[src/rtl/imem_loader.sv]
// Streams a program from a source FIFO into instruction memory, then releases the CPU.
// Two cycles per word (pop, then write); stalls in REQ with no timeout while the FIFO is empty.
module imem_loader #(
    parameter int DEPTH = 8,
    parameter int CNT_W = 4
) (
    input  logic             clk,
    input  logic             rst_n,
    input  logic             start,
    input  logic [CNT_W-1:0] prog_len,
    input  logic             fifo_empty,
    output logic             fifo_rd_en,
    input  logic [31:0]      fifo_dout,
    output logic             mem_we,
    output logic [31:0]      mem_dir,
    output logic [31:0]      mem_data,
    output logic             cpu_run,
    output logic             busy,
    output logic [CNT_W-1:0] words_loaded
);

    localparam logic [CNT_W-1:0] DEPTH_C = CNT_W'(DEPTH);

    typedef enum logic [1:0] {
        IDLE,
        REQ,
        WRITE,
        DONE
    } state_t;

    state_t           state;
    state_t           state_nxt;
    logic [CNT_W-1:0] len_q;
    logic [CNT_W-1:0] len_nxt;
    logic [CNT_W-1:0] cnt_nxt;
    logic [CNT_W-1:0] cnt_inc;
    logic [CNT_W-1:0] eff_len;
    logic [31:0]      dir_q;
    logic [31:0]      dir_nxt;
    logic [31:0]      data_q;
    logic [31:0]      data_nxt;
    logic [31:0]      wr_addr;

    // Zero or oversized lengths fall back to a full-memory load, so addresses never wrap.
    assign eff_len = (prog_len == '0 || prog_len > DEPTH_C) ? DEPTH_C : prog_len;
    assign cnt_inc = words_loaded + CNT_W'(1);
    assign wr_addr = 32'({words_loaded, 2'b00});

    always_comb begin
        state_nxt  = state;
        len_nxt    = len_q;
        cnt_nxt    = words_loaded;
        dir_nxt    = dir_q;
        data_nxt   = data_q;
        fifo_rd_en = 1'b0;
        mem_we     = 1'b0;
        mem_dir    = dir_q;
        mem_data   = data_q;
        busy       = 1'b0;
        cpu_run    = 1'b0;

        case (state)
            IDLE: begin
                if (start) begin
                    len_nxt   = eff_len;
                    cnt_nxt   = '0;
                    state_nxt = REQ;
                end
            end
            REQ: begin
                busy = 1'b1;
                if (!fifo_empty) begin
                    fifo_rd_en = rst_n;
                    state_nxt  = WRITE;
                end
            end
            WRITE: begin
                busy = 1'b1;
                // Gated by rst_n so a reset in this cycle drops the popped word unwritten.
                mem_we    = rst_n;
                mem_dir   = wr_addr;
                mem_data  = fifo_dout;
                dir_nxt   = wr_addr;
                data_nxt  = fifo_dout;
                cnt_nxt   = cnt_inc;
                state_nxt = (cnt_inc == len_q) ? DONE : REQ;
            end
            DONE: begin
                cpu_run = 1'b1;
                if (start) begin
                    len_nxt   = eff_len;
                    cnt_nxt   = '0;
                    state_nxt = REQ;
                end
            end
            default: begin
                state_nxt = IDLE;
            end
        endcase
    end

    always_ff @(posedge clk) begin
        if (!rst_n) begin
            state        <= IDLE;
            len_q        <= DEPTH_C;
            words_loaded <= '0;
            dir_q        <= '0;
            data_q       <= '0;
        end else begin
            state        <= state_nxt;
            len_q        <= len_nxt;
            words_loaded <= cnt_nxt;
            dir_q        <= dir_nxt;
            data_q       <= data_nxt;
        end
    end

    always_ff @(posedge clk) begin
        assert (!(fifo_rd_en && mem_we));
    end

endmodule

[config.mk]
export PLATFORM = sky130hd
export DESIGN_NAME = imem_loader
export DESIGN_NICKNAME = d
export VERILOG_FILES = /design/src/rtl/imem_loader.sv
export SDC_FILE = /design/constraint.sdc
export NUM_CORES = 1
export LEC_CHECK = 0
export ABC_AREA = 1
export ABC_CLOCK_PERIOD_IN_PS = 1600
export CAP_MARGIN = 0
export CORE_UTILIZATION = 45
export CTS_BUF_LIST = sky130_fd_sc_hd__clkbuf_2 sky130_fd_sc_hd__clkbuf_4 sky130_fd_sc_hd__clkbuf_8
export CTS_CLUSTER_DIAMETER = 60
export DETAILED_ROUTE_END_ITERATION = 8
export GPL_ROUTABILITY_DRIVEN = 0
export HOLD_SLACK_MARGIN = 0.15
export PLACE_DENSITY = 0.81
export SETUP_SLACK_MARGIN = 0.15
export SYNTH_ARGS = -nofsm -noshare
export SYNTH_HDL_FRONTEND = slang
export SYNTH_SLANG_ARGS = --single-unit
[constraint.sdc]
create_clock -name clk -period 1.6 [get_ports clk]
set_clock_uncertainty 0.05 [all_clocks]
set_input_delay 0.16 -clock clk [delete_from_list [all_inputs] [get_ports clk]]
set_output_delay 0.16 -clock clk [all_outputs]
set_load 0.02 [all_outputs]
==> results.sh, run 1 <==
export IMPL_drc=0
export IMPL_irDropWorstVdd_v=0.001174
export IMPL_switching_share_pct=38.17
export IMPL_hold_depth=3
export IMPL_cts_root_buf="clkbuf_8"
export IMPL_cp_arrival_ps=1560
export IMPL_drv_slew=0
export IMPL_final_layout_size_suffix_gt1_share_pct=44.50
export IMPL_cts_buffers=9
export IMPL_p_total_w=0.008472
export IMPL_path_cells="inv_2, ha_4, buf_12, buf_16, buf_6, nand2_4, nand2_2, buf_6"
export IMPL_r2r_cells=10
export IMPL_clkTransAtPathRegs_ps=80
export IMPL_grt_max_degree=29
export IMPL_cp_max_fo=7
export IMPL_nets=612
export IMPL_yosysWarnings=0
export IMPL_drt_first_pass_iters=4
export IMPL_outcome="complete, but fails checks"
export IMPL_crit_buf_inv=5
export IMPL_fin_crit_ps=1773
export IMPL_switching_power_w=0.003234
export IMPL_cts_path_max_buffers=2
export IMPL_layout_cells_non_filler=650
export IMPL_core_mm2=0.006314
export IMPL_ys_ff_latch=74
export IMPL_rsz0062_at_grt="true"
export IMPL_clkLatencyLatePin_ps=340
export IMPL_cap_violations=0
export IMPL_grt_pass1_wl_um=13270
export IMPL_required_ps=1390
export IMPL_cpMostUsedCell="buf_6"
export IMPL_grt_overflow_total=0
export IMPL_placed_cells=620
export IMPL_die_w_um=82.61
export IMPL_initial_utilization_pct=46.31
export IMPL_async_reset_ff_share_pct=0
export IMPL_num_fill_cells=386
export IMPL_slew_headroom_pct=77.73
export IMPL_viasPerCell=5.102
export IMPL_synth_area_top_cells="dfxtp_1, nand2_1, a21oi_1, inv_1, nor3_1"
export IMPL_synth_nets=448
export IMPL_core_rowCount=29
export IMPL_fmax_ghz=0.5641
export IMPL_boundaryPins=112
export IMPL_grt_pass1_vias=3053
export IMPL_violations="setup timing"
export IMPL_hold_class="in -> reg"
export IMPL_die_h_um=82.61
export IMPL_powerDensity_mw_per_mm2=1585
export IMPL_ant_nets=0
export IMPL_setup_viol=54
export IMPL_start_kind="flip-flop"
export IMPL_synthToLayoutAreaGrowth_pct=82.80
export IMPL_antenna_found_initial=0
export IMPL_htreeDepth=3
export IMPL_slowest_stage="dfxtp_2"
export IMPL_yosys_area_top_type="dfxtp_1"
export IMPL_dp_hpwl_um=5504
export IMPL_synth_edff_count=0
export IMPL_grt_usage_pct=25.83
export IMPL_routed_wl_um=9424
export IMPL_cp_depth=8
export IMPL_netlist_area_mm2=0.002924
export IMPL_post_route_period_util_pct=110.8
export IMPL_io_buffers=111
export IMPL_path_class="reg -> out"
export IMPL_synthCells=404
export IMPL_max_slew_worst_pin_slew_ps=334.0
export IMPL_avgRoutedWirePerCell_um=14.50
export IMPL_clock_sinks=74
export IMPL_avgSynthCellArea_um2=7.238
export IMPL_slowest_delay_ps=340
export IMPL_intPower_w=0.005238
export IMPL_combPwrFrac_pct=55.2
export IMPL_cp_end_kind="output port"
export IMPL_drt_iter0_drc=162
export IMPL_insertedDiodeCount=0
export IMPL_leakage_nw=2.360
export IMPL_hold_viol_final=0
export IMPL_yosysSeqAreaShare_pct=50.66
export IMPL_ys_types=19
export IMPL_die_area_mm2=0.006824
export IMPL_cpLargestDelayFamily="buffers and inverters"
export IMPL_synth_top_cell_area_share_pct=50.66
export IMPL_clockPowerShare_pct=18.9
export IMPL_dr_total_vias=3316
export IMPL_cts_tree="built"
export IMPL_layout_setup_ws_ps=-172.8
export IMPL_yosys_most_used_dff="dfxtp_1"
export IMPL_pwr_share_seq_pct=25.9
## synthesized netlist by cell type (all sizes together) (3+ instances only)
cell type and instances:
a211oi 3, a21oi 45, buf 16, clkbuf 7
dfxtp 74, ha 4, inv 47, nand2 125
nand3 8, nand4 4, nor2 34, nor3 30
o21ai 5
## sequential cells by signal (all words and copies together) (netlist names)
register and flops:
len_q 4, dir_q 32, state 2, words_loaded 4, data_q 32
## cell usage in the layout, fill, tap and decap left out, types with 4 or more instances in the layout
cell type        count
dfxtp_1             72
buf_4               69
nand2_1             66
buf_6               50
nand2_2             49
a21oi_1             42
inv_1               40
clkdlybuf4s50_1     39
nor3_1              29
nor2_2              15
nor2_4              15
nand2_4             10
clkbuf_8            10
nand3_1              8
buf_12               6
inv_2                4
o21ai_0              4
nand4_1              4
nor2_1               4
clkinv_2             4
## per-stage QoR
stage	utilization, %	hold WS [ps]	cell area, um^2	worst slack [ps]	setup TNS, ps
6_report	84.66	389.2	5345	-172.8	-5008
5_1_grt	84.66	389.9	5345	-240.1	-9646
4_1_cts	78.48	363.7	4955	-221.0	-6297
3_5_place_dp	72.10	402.7	4552	-308.4	-12820
3_3_place_gp	72.10	397.5	4552	-261.1	-11290
2_1_floorplan	-	208.6	3055	77.26	0
## metal layers
metal | vias to the layer above | GRT usage [%] | wire length, um
met5 | - | 0 | 0
met4 | 0 | 10.69 | 147
met3 | 17 | 6.593 | 548
met2 | 124 | 45.21 | 5091
met1 | 1572 | 29.84 | 3636
li1 | 1603 | - | -
## worst paths after layout
check	to	from	slack, ps
hold / removal	data_q[14]	fifo_dout[14]	390
setup reg to reg	state[1]	state[0]	-100
setup / recovery	mem_data[16]	state[0]	-170
hold reg to reg	dir_q[15]	dir_q[15]	420
## cell families (layout without fill, tap and decap cells)
logic type / after synthesis / after routing / share of synthesized area (%)
AO/OA/AOI/OAI: 54 / 54 / 9.714
XOR/XNOR: 1 / 1 / 0.2996
adder cells (fa/ha/maj): 4 / 4 / 1.712
buffers and inverters: 70 / 239 / 9.842
flip-flops: 74 / 74 / 50.66
AND/OR/NAND/NOR: 201 / 201 / 27.77
## worst min-delay path: cells and delay by family
| family | cells | cell delay (ps) |
|---|---|---|
| simple gates | 1 | 100 |
| compound gates | 1 | 70 |
| buf+inv | 1 | 400 |
## power by group through the flow
stage	registers, W	logic (W)	clock network (W)
floorplan	0.00218	0.00181	0
global placement	0.00218	0.00329	0
detailed placement	0.00218	0.00333	0
CTS	0.00216	0.00396	0.00160
global route	0.00222	0.00495	0.00172
finish	0.00220	0.00468	0.00160
## cell type report
class,count,area [um^2],share of cell area (%)
timing repair buffer,176,1799,33.66
multi-input combinational,260,1559,29.17
sequential,74,1484,27.76
inverter,47,188.9,3.535
clock buffer,10,137.6,2.575
tap,77,96.34,1.802
clock inverter,6,80.08,1.498
## repair_timing
item | CTS | global route
hold endpoints to repair | 0 | 0
setup buffers | 7 | 2
endpoints found under the setup margin | 78 | 74
resized for setup | 380 | 121
pin swaps | 2 | 17
hold buffers | 0 | 0
cloned | 4 | 1
Note: power is estimated with default switching activity, not from simulation.
==> run 2: changes to the inputs <==
--- a/config.mk
+++ b/config.mk
@@ -8,14 +8,17 @@
 export ABC_AREA = 1
 export ABC_CLOCK_PERIOD_IN_PS = 1600
 export CAP_MARGIN = 0
-export CORE_UTILIZATION = 45
+export CELL_PAD_IN_SITES_DETAIL_PLACEMENT = 1
+export CELL_PAD_IN_SITES_GLOBAL_PLACEMENT = 1
+export CORE_UTILIZATION = 31
 export CTS_BUF_LIST = sky130_fd_sc_hd__clkbuf_2 sky130_fd_sc_hd__clkbuf_4 sky130_fd_sc_hd__clkbuf_8
 export CTS_CLUSTER_DIAMETER = 60
 export DETAILED_ROUTE_END_ITERATION = 8
 export GPL_ROUTABILITY_DRIVEN = 0
 export HOLD_SLACK_MARGIN = 0.15
-export PLACE_DENSITY = 0.81
+export PLACE_DENSITY = 0.8
 export SETUP_SLACK_MARGIN = 0.15
 export SYNTH_ARGS = -nofsm -noshare
 export SYNTH_HDL_FRONTEND = slang
 export SYNTH_SLANG_ARGS = --single-unit
+export TNS_END_PERCENT = 50
==> results.sh, run 2 (synthesis gave the netlist of run 1 again) <==
export IMPL_regToRegStartpoint="state[0]"
export IMPL_num_fill_cells=1056
export IMPL_intPower_w=0.005463
export IMPL_dp_hpwl_um=6523
export IMPL_drv_slew=0
export IMPL_die_w_um=99.12
export IMPL_avgRoutedWirePerCell_um=16.32
export IMPL_layout_commonest_cell="dfxtp_1"
export IMPL_utilization_pct=60.93
export IMPL_powerDensity_mw_per_mm2=1577
export IMPL_final_cell_mix="dfxtp_1, buf_4, buf_6"
export IMPL_clockPowerShare_pct=20.2
export IMPL_worstReg2RegEnd="words_loaded[3]"
export IMPL_endpoint="mem_data[16]"
export IMPL_cp_end_kind="output port"
export IMPL_htreeDepth=3
export IMPL_path_cells="inv_2, ha_4, inv_6, buf_12, nand2_1, nand2_2, buf_6"
export IMPL_boundaryPins=112
export IMPL_die_h_um=99.12
export IMPL_placed_cells=661
export IMPL_clkLatencyLatePin_ps=340
export IMPL_required_ps=1390
export IMPL_max_slew_worst_pin_slew_ps=574.4
export IMPL_crit_buf_inv=4
export IMPL_nets=621
export IMPL_switching_share_pct=38.18
export IMPL_setup_viol=70
export IMPL_slowest_stage="dfxtp_2"
export IMPL_r2r_slack_ps=-60
export IMPL_dr_total_vias=3311
export IMPL_placed_area_mm2=0.004634
export IMPL_rsz0062_at_grt="true"
export IMPL_drc=0
export IMPL_viasPerCell=4.778
export IMPL_cts_root_buf="clkbuf_8"
export IMPL_violations="setup timing"
export IMPL_drt_iter0_drc=58
export IMPL_combPwrFrac_pct=55.3
export IMPL_clkTransAtPathRegs_ps=90
export IMPL_outcome="complete, but fails checks"
export IMPL_cp_max_fo=10
export IMPL_ant_nets=0
export IMPL_cpLargestDelayFamily="buffers and inverters"
export IMPL_hold_class="in -> reg"
export IMPL_r2r_cells=9
export IMPL_start_kind="flip-flop"
export IMPL_cts_path_max_buffers=2
export IMPL_cts_tree="built"
export IMPL_final_layout_size_suffix_gt1_share_pct=47.08
export IMPL_insertedDiodeCount=0
export IMPL_design_area_mm2=0.005603
export IMPL_slew_headroom_pct=61.71
export IMPL_pwr_share_seq_pct=24.4
export IMPL_slowest_delay_ps=340
export IMPL_post_route_period_util_pct=108.3
export IMPL_path_class="reg -> out"
export IMPL_grt_pass1_wl_um=16570
export IMPL_clock_sinks=74
export IMPL_irDropWorstVdd_v=0.0008872
export IMPL_grt_usage_pct=21.37
export IMPL_fin_crit_ps=1733
export IMPL_cts_buffers=9
export IMPL_leakage_nw=2.518
export IMPL_grt_overflow_total=0
export IMPL_layout_cells_non_filler=693
export IMPL_antenna_found_initial=0
export IMPL_synthToLayoutAreaGrowth_pct=91.61
export IMPL_drt_first_pass_iters=4
export IMPL_die_area_mm2=0.009825
export IMPL_setup_worst_path_start="state[0]"
export IMPL_core_rowCount=35
export IMPL_cp_depth=7
export IMPL_grt_pass1_vias=3457
export IMPL_initial_utilization_pct=31.80
export IMPL_hold_viol_final=0
export IMPL_fmax_ghz=0.5772
export IMPL_grt_max_degree=73
export IMPL_reg_top3="data_q: 32 flops, dir_q: 32 flops"
export IMPL_cap_violations=0
export IMPL_switching_power_w=0.003374
export IMPL_core_mm2=0.009196
export IMPL_layout_setup_ws_ps=-132.6
export IMPL_routed_wl_um=11310
export IMPL_io_buffers=111
export IMPL_cp_arrival_ps=1520
run 2: changes by cell type in the layout (fill, tap and decap cells not counted), moves of 2 or more:
| cell | before | now |
|---|---|---|
| a21oi_1 | 42 | 40 |
| a21oi_2 | 2 | 5 |
| nand2_4 | 10 | 18 |
| inv_1 | 40 | 43 |
| clkbuf_16 | 1 | 4 |
| clkinv_2 | 4 | 0 |
| inv_4 | 2 | 0 |
| buf_6 | 50 | 58 |
| clkinv_4 | 0 | 2 |
| nand2_1 | 66 | 57 |
run 2: layout make-up:
class                      instances  area (um^2)  area share (%)
multi-input combinational        260         1627           29.03
tap                              111        138.9           2.479
sequential                        74         1484           26.48
inverter                          47        181.4           3.238
timing repair buffer             185         1926           34.37
clock buffer                      10        131.4           2.345
clock inverter                     6        115.1           2.054
run 2: tightest hold or removal path, stage by stage:
cell	delay, ps
clkdlybuf4s50_1	420
nand2_2	80
a21oi_1	60
run 2: worst min-delay path by stage:
stage	to	depth (start not counted)	start
after floorplan	len_q[3]	1	rst_n
after detailed placement	dir_q[20]	2	dir_q[20]
after global routing	data_q[23]	3	fifo_dout[23]
after CTS	data_q[21]	3	fifo_dout[21]
final	data_q[23]	3	fifo_dout[23]
after global placement	dir_q[16]	2	dir_q[16]
run 2: metrics by stage:
stage / worst slack, ps / TNS, ps / power (W) / hold WS, ps
5_1_grt: -182.4 / -9541 / 0.009250 / 393.2
6_report: -132.6 / -5907 / 0.008837 / 377.7
4_1_cts: -117.8 / -5674 / 0.008191 / 366.4
3_5_place_dp: -269.3 / -18930 / 0.005700 / 406.4
2_1_floorplan: 77.26 / 0 / 0.003901 / 208.6
3_3_place_gp: -254.9 / -15520 / 0.005606 / 393.9
run 2: timing repair:
action	in CTS	in global routing
gates resized for setup	446	87
gates cloned	4	4
setup endpoints to repair	77	87
pin swaps	10	21
buffers inserted	3	5
hold buffers	0	0
run 2: power groups by stage:
stage | clock (W) | combinational, W | sequential, W
finish | 0.00179 | 0.00489 | 0.00216
global route | 0.00190 | 0.00517 | 0.00218
CTS | 0.00181 | 0.00423 | 0.00215
detailed placement | 0 | 0.00352 | 0.00218
global placement | 0 | 0.00343 | 0.00217
floorplan | 0 | 0.00173 | 0.00218
run 2: routing by layer:
metal | GRT usage, % | share of wire, % | up-vias
li1 | - | - | 1611
met1 | 24.89 | 40 | 1594
met2 | 39.48 | 55 | 93
met3 | 4.287 | 3.8 | 13
met4 | 6.448 | 1.2 | 0
met5 | 0 | 0 | -
